[src/rtl/ula_arbiter.sv]
// Two-port arbiter in front of a shared 20-bit ALU (add/or/and/not + equality flag).
// Round-robin, or fixed priority to port 0 with a starvation guard for port 1.
`timescale 1ns/1ps
module ula_arbiter #(
    parameter int WIDTH      = 20,
    parameter bit FIXED_PRIO = 1'b0,
    parameter int MAX_WAIT   = 4
) (
    input  logic             clock,
    input  logic             reset,
    input  logic             req0,
    input  logic             req1,
    input  logic [1:0]       ctrl0,
    input  logic [1:0]       ctrl1,
    input  logic [WIDTH-1:0] opA0,
    input  logic [WIDTH-1:0] opB0,
    input  logic [WIDTH-1:0] opA1,
    input  logic [WIDTH-1:0] opB1,
    output logic             ack0,
    output logic             ack1,
    output logic [WIDTH-1:0] result,
    output logic             ulaZero,
    output logic             resultValid,
    output logic             resultId,
    output logic             busy
);

    typedef enum logic [1:0] {IDLE, BUSY, DONE} state_t;

    state_t             state_q, state_d;
    logic [1:0]         ctrl_q, ctrl_d;
    logic [WIDTH-1:0]   opa_q, opa_d;
    logic [WIDTH-1:0]   opb_q, opb_d;
    logic               id_q, id_d;
    logic [WIDTH-1:0]   result_q, result_d;
    logic               zero_q, zero_d;
    logic               res_id_q, res_id_d;
    logic               last_grant_q, last_grant_d;
    logic [3:0]         wait_cnt_q, wait_cnt_d;
    logic               win;
    logic [WIDTH-1:0]   alu;

    // state register
    always_ff @(posedge clock or posedge reset) begin
        if (reset) state_q <= IDLE;
        else       state_q <= state_d;
    end

    // next-state logic
    always_comb begin
        state_d = state_q;
        unique case (state_q)
            IDLE:    if (req0 || req1) state_d = BUSY;
            BUSY:    state_d = DONE;
            DONE:    state_d = IDLE;
            default: state_d = IDLE;
        endcase
    end

    // output logic
    always_comb begin
        ack0        = (state_q == DONE) && !id_q;
        ack1        = (state_q == DONE) && id_q;
        resultValid = (state_q == DONE);
        busy        = (state_q != IDLE);
        result      = result_q;
        ulaZero     = zero_q;
        resultId    = res_id_q;
    end

    // a lone requester always wins; ties depend on the arbitration mode
    always_comb begin
        win = req1;
        if (req0 && req1) begin
            if (FIXED_PRIO) win = (wait_cnt_q >= 4'(MAX_WAIT));
            else            win = ~last_grant_q;
        end
    end

    always_comb begin
        alu = '0;
        unique case (ctrl_q)
            2'b00: alu = opa_q + opb_q;
            2'b01: alu = opa_q | opb_q;
            2'b10: alu = opa_q & opb_q;
            2'b11: alu = ~opa_q;
            default: alu = '0;
        endcase
    end

    always_comb begin
        ctrl_d       = ctrl_q;
        opa_d        = opa_q;
        opb_d        = opb_q;
        id_d         = id_q;
        result_d     = result_q;
        zero_d       = zero_q;
        res_id_d     = res_id_q;
        last_grant_d = last_grant_q;
        wait_cnt_d   = wait_cnt_q;
        if (state_q == IDLE && (req0 || req1)) begin
            ctrl_d       = win ? ctrl1 : ctrl0;
            opa_d        = win ? opA1  : opA0;
            opb_d        = win ? opB1  : opB0;
            id_d         = win;
            last_grant_d = win;
            if (win)
                wait_cnt_d = '0;
            else if (req1 && wait_cnt_q != 4'hF)
                wait_cnt_d = wait_cnt_q + 4'd1;
        end
        if (state_q == BUSY) begin
            result_d = alu;
            zero_d   = (opa_q == opb_q);
            res_id_d = id_q;
        end
    end

    always_ff @(posedge clock or posedge reset) begin
        if (reset) begin
            ctrl_q       <= '0;
            opa_q        <= '0;
            opb_q        <= '0;
            id_q         <= 1'b0;
            result_q     <= '0;
            zero_q       <= 1'b0;
            res_id_q     <= 1'b0;
            last_grant_q <= 1'b1;
            wait_cnt_q   <= '0;
        end else begin
            ctrl_q       <= ctrl_d;
            opa_q        <= opa_d;
            opb_q        <= opb_d;
            id_q         <= id_d;
            result_q     <= result_d;
            zero_q       <= zero_d;
            res_id_q     <= res_id_d;
            last_grant_q <= last_grant_d;
            wait_cnt_q   <= wait_cnt_d;
        end
    end

endmodule

[config.mk]
export PLATFORM = sky130hd
export DESIGN_NAME = ula_arbiter
export DESIGN_NICKNAME = d
export VERILOG_FILES = /design/src/rtl/ula_arbiter.sv
export SDC_FILE = /design/constraint.sdc
export NUM_CORES = 1
export LEC_CHECK = 0
export CORE_ASPECT_RATIO = 0.9
export CORE_MARGIN = 3
export CORE_UTILIZATION = 33
export DETAILED_ROUTE_END_ITERATION = 7
export HOLD_SLACK_MARGIN = 0.05
export PLACE_DENSITY = 0.62
export SLEW_MARGIN = 15
export SYNTH_ARGS = -nofsm -noshare
export SYNTH_HDL_FRONTEND = slang
export SYNTH_SLANG_ARGS = --single-unit
[constraint.sdc]
create_clock -name clock -period 2.9 [get_ports clock]
set_input_delay 0.58 -clock clock [delete_from_list [all_inputs] [get_ports clock]]
set_output_delay 0.58 -clock clock [all_outputs]
set_load 0.02 [all_outputs]
# Word level (Yosys, flattened, before mapping)
# Index checks and enable logic that the tools add are counted.
[classes] add_sub_neg=1 bitwise_logic=4 reduce_logical=9 n_eq_ne=7 n_mux=7
[op_table] op="$pmux 20 s4" n=1
[op_table] op="$mux 20" n=2
[op_table] op="$add 20x20->20" n=1
[op_table] op="$and 20x20->20" n=1
[op_table] op="$eq 20x20->1" n=1
[op_table] op="$not 20->20" n=1
[op_table] op="$or 20x20->20" n=1
[op_table] op="$eq 2x2->1 const B" n=3
[op_table] op="$eq 2x1->1 const B" n=2
[op_table] op="$logic_and 1x1->1" n=4
[op_table] op="$logic_not 2->1" n=2
[op_table] op="$mux 2" n=2
[op_table] op="$pmux 2 s2" n=1
[op_table] op="$ne 2x1->1 const B" n=1
[op_table] op="$reduce_bool 2->1" n=1
[op_table] op="$logic_not 1->1" n=1
[op_table] op="$logic_or 1x1->1" n=1
[op_table] op="$mux 1" n=1
[op_table] op="$not 1->1" n=1
[totals] word_cells=37 output_inout_bits=26 regBits=68

# Logic depth before layout (Yosys ltp)
# Gate-level depths: netlist (run 1).
[logic_depth] depth_word=3 ltp_mapped=10 mapped_depth_nobuf=10

# Least setup slack after synthesis (run 1)
# Ideal clock, no wire load.
[synth_timing] path_kind="register -> register" start="register opa_q[0]" end="register result_q[10], in the netlist result[10]" arrival_ns=2.235 setup_time_ns=0.076 n_path_buf=0 stages_incl_launch_ff=11 synth_period_minus_slack_ns=2.312 required_ns=2.824 slack_ns=0.588 cell_sequence="dfrtp_1 ha_1 inv_1 fa_1 nand2b_1 a31oi_2 o21a_1 nor2_1 xor2_1 mux4_2 o21ai_1"
[synth_via] elab_chain_len=2
[synth_rtl] item="start, declared" line="32" rtl="logic [WIDTH-1:0] opa_q, opa_d;"
[synth_rtl] item="start signal, assigned" line="132" rtl="opa_q <= opa_d;"
[synth_rtl] item="$add 20x20->20" line="83" rtl="2'b00: alu = opa_q + opb_q;"
[synth_rtl] item="$pmux 20 s4" line="82" rtl="unique case (ctrl_q)"
[synth_rtl] item="end signal, assigned" line="135" rtl="result_q <= result_d;"
[synth_rtl] item="end, declared" line="35" rtl="logic [WIDTH-1:0] result_q, result_d;"
# No other way between the ends.
# A chain may end at the register's enable or synchronous reset.

# Final worst setup path (run 1)
# Same ends and word-level chain as after synthesis.

==> results of run 1 <==
area by class of cell:
class / count / area, um^2 / share of cell area, %
multi-input combinational: 394 / 2800 / 43.3
sequential: 68 / 1700 / 26.3
timing repair buffer: 122 / 1240 / 19.1
clock buffer: 11 / 253 / 3.90
tap: 193 / 241 / 3.73
inverter: 55 / 206 / 3.19
clock inverter: 5 / 36.3 / 0.560
registers in the layout, indices dropped and copies added (netlist names):
| register | count |
|---|---|
| state_q | 2 |
| resultId | 1 |
| ulaZero | 1 |
| last_grant_q | 1 |
| opb_q | 20 |
| opa_q | 20 |
| ctrl_q | 2 |
| id_q | 1 |
| result | 20 |
final timing paths:
check / start / endpoint / cells after the start
worst max register to register: opa_q[0]$_DFFE_PP0P_ / result[10]$_DFFE_PP0N_ / 10
max in group asynchronous: reset / opb_q[14]$_DFFE_PP0P_ / 3
worst min register to register: result[7]$_DFFE_PP0N_ / result[7]$_DFFE_PP0N_ / 2
min in group asynchronous: reset / result[4]$_DFFE_PP0N_ / 2
worst min-delay path: result[7]$_DFFE_PP0N_ / result[7]$_DFFE_PP0N_ / 2
worst max-delay path: opa_q[0]$_DFFE_PP0P_ / result[10]$_DFFE_PP0N_ / 10
per-stage QoR:
stage          cells  cell area [um^2]  total power [uW]  hold WS [ns]
2_1_floorplan    547              4850              5460         0.503
3_3_place_gp     832              6190              6800         0.466
3_5_place_dp     832              6190              6910         0.476
4_1_cts          848              6480              7980         0.489
5_1_grt          848              6480              8650         0.516
6_report         848              6480              7950         0.480
critical path, delay by kind of cell (launching register included):
kind / cells / cell delay (ns)
xor+xnor: 1 / 0.13
mux: 1 / 0.45
buf+inv: 1 / 0.08
simple gates: 2 / 0.24
fa+ha+maj: 2 / 0.61
compound gates: 3 / 0.58
flops: 1 / 0.38
routing by layer:
metal | GRT usage (%) | up-vias
li1 | - | 2088
met1 | 25.1 | 1963
met2 | 23.7 | 108
met3 | 2.61 | 10
met4 | 3.73 | 0
met5 | 0 | -
cell usage in the layout, fill, tap and decap left out, drive strengths merged, types with 3 or more instances in the layout:
| cell type | synthesis | routed |
|---|---|---|
| inv | 54 | 54 |
| o21ai | 36 | 36 |
| xor2 | 11 | 11 |
| nor4 | 6 | 6 |
| a21oi | 66 | 66 |
| xnor2 | 4 | 4 |
| o211ai | 8 | 8 |
| buf | 13 | 9 |
| nand3 | 6 | 6 |
| nand4 | 3 | 3 |
| mux2i | 54 | 54 |
| a31oi | 7 | 7 |
| and2 | 4 | 4 |
| nand2b | 3 | 3 |
| clkinvlp | 0 | 3 |
| dfrtp | 67 | 67 |
| clkdlybuf4s50 | 0 | 113 |
| nand2 | 47 | 47 |
| a21o | 6 | 6 |
| nor2 | 58 | 58 |
| nor3b | 3 | 3 |
| clkinv | 1 | 3 |
| clkbuf | 17 | 11 |
| ha | 40 | 40 |
| mux4 | 9 | 9 |
logic make-up after synthesis:
logic type / count (synthesis) / synth area share [%]
compound gates: 137 / 16.1
simple gates: 137 / 12.3
buf+inv: 85 / 7.55
flops: 68 / 35.1
mux: 64 / 15.5
fa+ha+maj: 41 / 10.7
xor+xnor: 15 / 2.71
power by group:
group	internal [uW]	switching (uW)
logic	2200	2800
registers	1430	476
clock network	625	416
==> results list, run 1 <==
- Total setup violations reported at the end of the flow: 0
* Data arrival at the endpoint of the critical path: 2.79 ns
- In the detailed route, the total length drawn on met2 is 5460 um.
* Final GP Congestion: 0.941
* Largest area contributor in the netlist: dfrtp_1
* Antenna diode count: 0
- Total CTS buffers: 9
- Number of filler instances in the final layout: 1393
- After detailed routing, the met3 layer carries 782 um of wire.
- Using the TritonRoute via totals, the vias-per-cell ratio works out to a little under 5.
- # IOs: 114
- HPWL after DPL: ~10000 um
* Initial antenna violation count: 0
* CTS tree: done
- For this run, the top clock speed supported by timing is about 390 MHz.
- Area of the mapped netlist: between 4000 and 5000 um^2
- Setup repair after global routing left no endpoint under its margin.
* Number of synthesized register bits: 68
* Total number of nets in the final design: 779
- Routed metal-1 wire length: between 6000 and 7000 um
* Clock transition at path regs: 0.06 ns
- Post-Syn Nets: between 600 and 700
- Clock insertion delay at the later pin of the skew report: 0.34 ns
- Max VDD drop: 0.568 mV
- On the critical path, the stage with the largest delay is an instance of mux4_2.
- Final setup TNS: 0 ns
* FP Rows: 41
* Power density normalized to cell area: 1230 nW/um^2
* Class of the most critical hold timing path: reg2reg
- Leading register cell type out of synthesis: dfrtp_1
- Post-route setup slack: between 0.3 and 0.4 ns
- Startpoint class of the critical path: register
* Ratio of cells with drive above 1 in the final layout: ~7%
* Number of instances resized during post-cts repair: 0
* Synth Area per Inst: 8.88 um^2
* Post-route clock period utilization: 87.4%
* Overall global routing resource usage: 16.2%
- CTS built an H-tree with a depth of 3.
* Worst path cell trace: ha_1 > inv_1 > fa_1 > nand2b_1 > a31oi_2 > o21a_1 > nor2_1 > xor2_1 > mux4_2 > o21ai_1
- Post-CTS Hold Fix Bufs: 0
- For the worst setup path, the data required time is 3.16 ns.
- Outcome: finished, final reports clean
* WL/cell: 15.2 um
- Post-synthesis sequential area ratio: 35.1%
- Startpoint-to-endpoint class of the critical path: reg2reg
* Number of buffers inserted by post-CTS setup repair: 0
* GRT overflow: 0
- Std-Cell Core Area: 14200 um^2
- The worst setup path is captured at a register.
- Between clock sinks in the finished design, the worst skew comes to 0.00805 ns.
- The number of global-route vias before repair was approximately 4100.
- Timing analysis after detailed placement gives a worst setup slack of 0.383 ns.
- The tool flagged a number of max-cap violations equal to 0.
* Top Metal Used: met4
* Syn. warnings: 0
* Leading post-synthesis cells by cell area: dfrtp_1 (35%), mux2i_1 (11%), ha_1 (10%)
- Tightest Pin Transition: 0.697 ns
- Proportion of netlist area held by the largest area contributor: 34.5%
* Biggest cell delay along the critical path: 0.45 ns
* First-pass GRT wire length: 21000 um
* X dimension of the die: approximately 130 um
- Register-to-register path setup slack: ~0.36 ns
- Largest net degree at the start of global routing: 87
- Peak fanout along the critical path: 4
- Wirelength, routed: 12900 um
- Worst slew slack as a fraction of its limit: 53.4%
- The final route contains 4169 vias.
- Time the final worst path needs with I/O delays and setup: 2.54 ns
* Count of unresolved DRC violations after routing: 0
* Number of flops mapped to enable cells by yosys: 0
- Measured on the finished design, the core utilization comes to 45.6%.
- Static Leak: 0.00294 uW
* Top cell types by occurrence after synthesis: dfrtp_1 (67), a21oi_1 (66), nor2_1 (58), inv_1 (54), mux2i_1 (54)
* Starting density of the core: 34.2%
- In this run, the number of DRC markers left after iteration 0 of detailed routing was between 300 and 400.
- Die height: 121 um
* Async set-or-reset flop fraction in the synthesized netlist: 100%
- The first detailed-routing pass took 4 iterations.
- In the post-synthesis netlist, the cell with the most instances is dfrtp_1.
- Final Max Slew Viols: 0
* Count of antenna-violating nets left after detailed routing: 0
- CTS Buffer Depth: 2
* Floorplan die area: 16200 um^2
* CTS root buffer: clkbuf_16
- Count of port buffers added during placement: ~110
- Number of hold violations in the final report: 0
* Number of instances in the synthesized netlist: between 500 and 600
* Number of distinct standard cells referenced by the synthesized netlist: 46
- Compared with the post-synthesis result, the final layout area differs by 33.5%.
* Sink Count: 68
No activity file was read; power rests on OpenSTA's default activity.
==> run 2, diff against run 1 <==
Settings changed: CORE_ASPECT_RATIO 0.9 to 1.2, SETUP_SLACK_MARGIN set to 0.1.
==> run 2 against run 1 <==
  * Sequential share of layout area increased by 0.076 points
  * Clock-buffer cell count rose by 3
  * Fmax fell by 5.1%
  * Via count up 0.94%
  * Die area is essentially flat
  * Utilization up 0.18 points
  * Total power about the same
  * Clock skew decreased by 0.0041 ns
  * Clock power barely moved
  * Final area decreased by 0.29%
  * Hold slack got worse by 0.0025 ns
  * Critical path type unchanged
  * Highest routed layer unchanged
==> results list, run 2 (synthesized netlist as in run 1, its figures left out) <==
- Outcome: finished, final reports clean
- The overall die height was 139 um (+15%).
- Starting density of the core: 34.4% (+0.23 points)
- The final count of hold timing violations is 0 (unchanged).
* Std-Cell Core Area: 14100 um^2 (-0.68%)
- Relative to the synthesized area, the layout overhead comes to 33.1%.
* Tightest Pin Transition: 0.465 ns (-0.233 ns)
* Peak fanout along the critical path: 4 (unchanged)
- Detail-routed via count per cell: 5.09 (+3.5%)
- Met1 Track Usage GR: 23.4% (-1.7 points)
- Unrepaired setup endpoints after global routing: no
* CTS HTree Levels: 3 (unchanged)
- Worst Reg-to-Reg Cells: 9 (-1)
- The horizontal die dimension came to 117 um (-13%).
- Global-route met3 utilization: 3.01% (+0.40 points)
- Largest net degree at the start of global routing: 87 (unchanged)
- The power density normalized to cell area was 1230 nW/um^2 (+0.26%).
* Most common cell after layout, fill and taps aside: clkdlybuf4s50_1
- WL/cell: 15.2 um (+0.58%)
* Class of the most critical hold timing path: reg2reg
* Count of antenna-violating nets left after detailed routing: 0 (unchanged)
- The post-placement cell area came to 6170 um^2 (-0.40%).
- The antenna diode count was 0 (unchanged).
* Clock transition at path regs: 0.05 ns (about the same)
* CTS tree: done
- The maximum clock rate is 374 MHz (-5.1%).
- Worst R2R Start: opa_q[1]$_DFFE_PP0P_
- Most used cells in the layout excluding fill and tap cells: clkdlybuf4s50_1 (113), dfrtp_1 (67), a21oi_1 (66)
* Required time of the critical path: 3.16 ns (about the same)
- Post-route clock period utilization: 92.1% (+4.7 points)
- Area of all sequential standard cells: 1700 um^2 (unchanged)
* Setup crit start: opa_q[1]$_DFFE_PP0P_
- The total area of multi-input combinational cells was 2810 um^2 (+0.22%).
* Global Route met2 Usage: 24.0% (+0.30 points)
* Number of filler instances in the final layout: 1388 (-0.36%)
* Final setup TNS: 0 ns (unchanged)
- The arrival time at the worst endpoint came to 2.93 ns (+0.14 ns).
- Number of buffers inserted by post-CTS setup repair: 0 (unchanged)
- Max VDD drop: 0.563 mV (-0.90%)
- Hold path startpoint: result[7]$_DFFE_PP0N_
* Via count of the first global-routing pass: 4180 (+0.80%)
- Post-route setup slack: 0.230 ns (-0.135 ns)
* Number of search-and-repair iterations in the first detailed-routing pass: 5 (+1)
- The detailed placement HPWL came to 9880 um (-2.8%).
* Max-cap violation count: 0 (unchanged)
- Static Leak: 0.00296 uW (+0.57%)
- The number of antenna violations at the first check in global routing came to 0 (unchanged).
- Ratio of cells with drive above 1 in the final layout: 7.01% (+0.14 points)
- The final period demand of the worst path is 2.67 ns (+0.135 ns).
- Initial detailed-routing violation count: 241 (-23%)
- The number of instances on the worst hold path was 2 (unchanged).
- The insertion delay to the later sink of the worst-skew pair was 0.33 ns (about the same).
- Total CTS buffers: 9 (unchanged)
- Register-to-register path setup slack: 0.23 ns (-0.14 ns)
- Startpoint-to-endpoint class of the critical path: reg2reg
- Final GP Congestion: 0.888 (-5.7%)
- The I/O pin count was 114 (unchanged).
- The global-route usage over all layers was 16.1% (-0.14 points).
- Total non-filler cell area in the finished layout: 6460 um^2 (-0.29%)
- Wirelength, routed: 12600 um (-1.9%)
- The count of input and output buffers is 113 (unchanged).
- The global-route wire length before repair is 21000 um (about the same).
- The total via count in the routed design came to 4208 (+0.94%).
- The area of the die was 16200 um^2 (about the same).
- Routing layer with the top usage in global route: met2
- The final layout net count was 781 (+0.26%).
- Worst Skew: 0.00395 ns (-0.00410 ns)
- The final number of setup-violating endpoints is 0 (unchanged).
- The cell row count was 47 (+15%).
* Worst setup timing slack at the placement stage: 0.313 ns (-0.0703 ns)
- The count of pins over their slew limit is 0 (unchanged).
- CTS Buffer Depth: 2 (unchanged)
- CTS root buffer: clkbuf_16
- The number of remaining DRC errors was 0 (unchanged).
* Sink Count: 68 (unchanged)
* Crit end category: register
* GRT overflow: 0 (unchanged)
- STA classifies the critical path startpoint as a register.
- The remaining max-slew budget at the tightest pin came to 68.8% (+15 points).
-- run 2: changes by cell type in the layout (fill, tap and decap cells not counted), sizes merged --
cell,delta
clkinv,-1
buf,+2
clkbuf,+3
clkinvlp,-3
-- run 2: area by class of cell --
type,count,area share [%]
Multi-Input combinational cell,394,43.5
Clock buffer,14,4.40
Inverter,55,3.20
Clock inverter,1,0.0775
Tap cell,171,3.31
Sequential cell,68,26.4
Timing Repair Buffer,124,19.2
-- run 2: worst max-delay path: stages, from the launching register on --
cell      delay, ns
dfrtp_1        0.40
inv_1          0.10
ha_1           0.33
a211oi_1       0.45
o21ai_1        0.15
a21oi_1        0.28
o21a_1         0.20
xor2_1         0.07
mux4_2         0.49
o21ai_1        0.13
-- run 2: per-stage QoR --
stage | total power, uW | hold slack [ns] | instances | util, %
global placement | 6770 | 0.469 | 812 | 43.7
CTS | 7940 | 0.486 | 827 | 45.7
global route | 8650 | 0.506 | 827 | 45.8
finish | 7940 | 0.477 | 827 | 45.8
detailed placement | 6850 | 0.474 | 812 | 43.7
floorplan | 5460 | 0.503 | 547 | -
-- run 2: power by group --
group          switching, uW  internal, uW  total [uW]  leakage, uW
registers                420          1430        1850     0.000773
logic                   2830          2210        5040      0.00204
clock network            385           666        1050     0.000145
total                   3640          4300        7940      0.00296
-- run 2: final timing paths --
| check | endpoint |
|---|---|
| min reg2reg | result[7]$_DFFE_PP0N_ |
| max | result[7]$_DFFE_PP0N_ |
| max reg2reg | result[7]$_DFFE_PP0N_ |
| max in group asynchronous | last_grant_q$_DFFE_PP1P_ |
| min in group asynchronous | result[2]$_DFFE_PP0N_ |
| min | result[7]$_DFFE_PP0N_ |
-- run 2: timing repair --
item | CTS | global route
gates resized for setup | 0 | 1
hold buffers | 0 | 0
setup endpoints to repair | 0 | 1
-- run 2: per-layer routing --
| layer | wire length, um | up-vias |
|---|---|---|
| met2 | 5820 | 141 |
| met1 | 5750 | 1957 |
| met5 | 0 | - |
| met4 | 266 | 0 |
| li1 | - | 2089 |
| met3 | 773 | 21 |
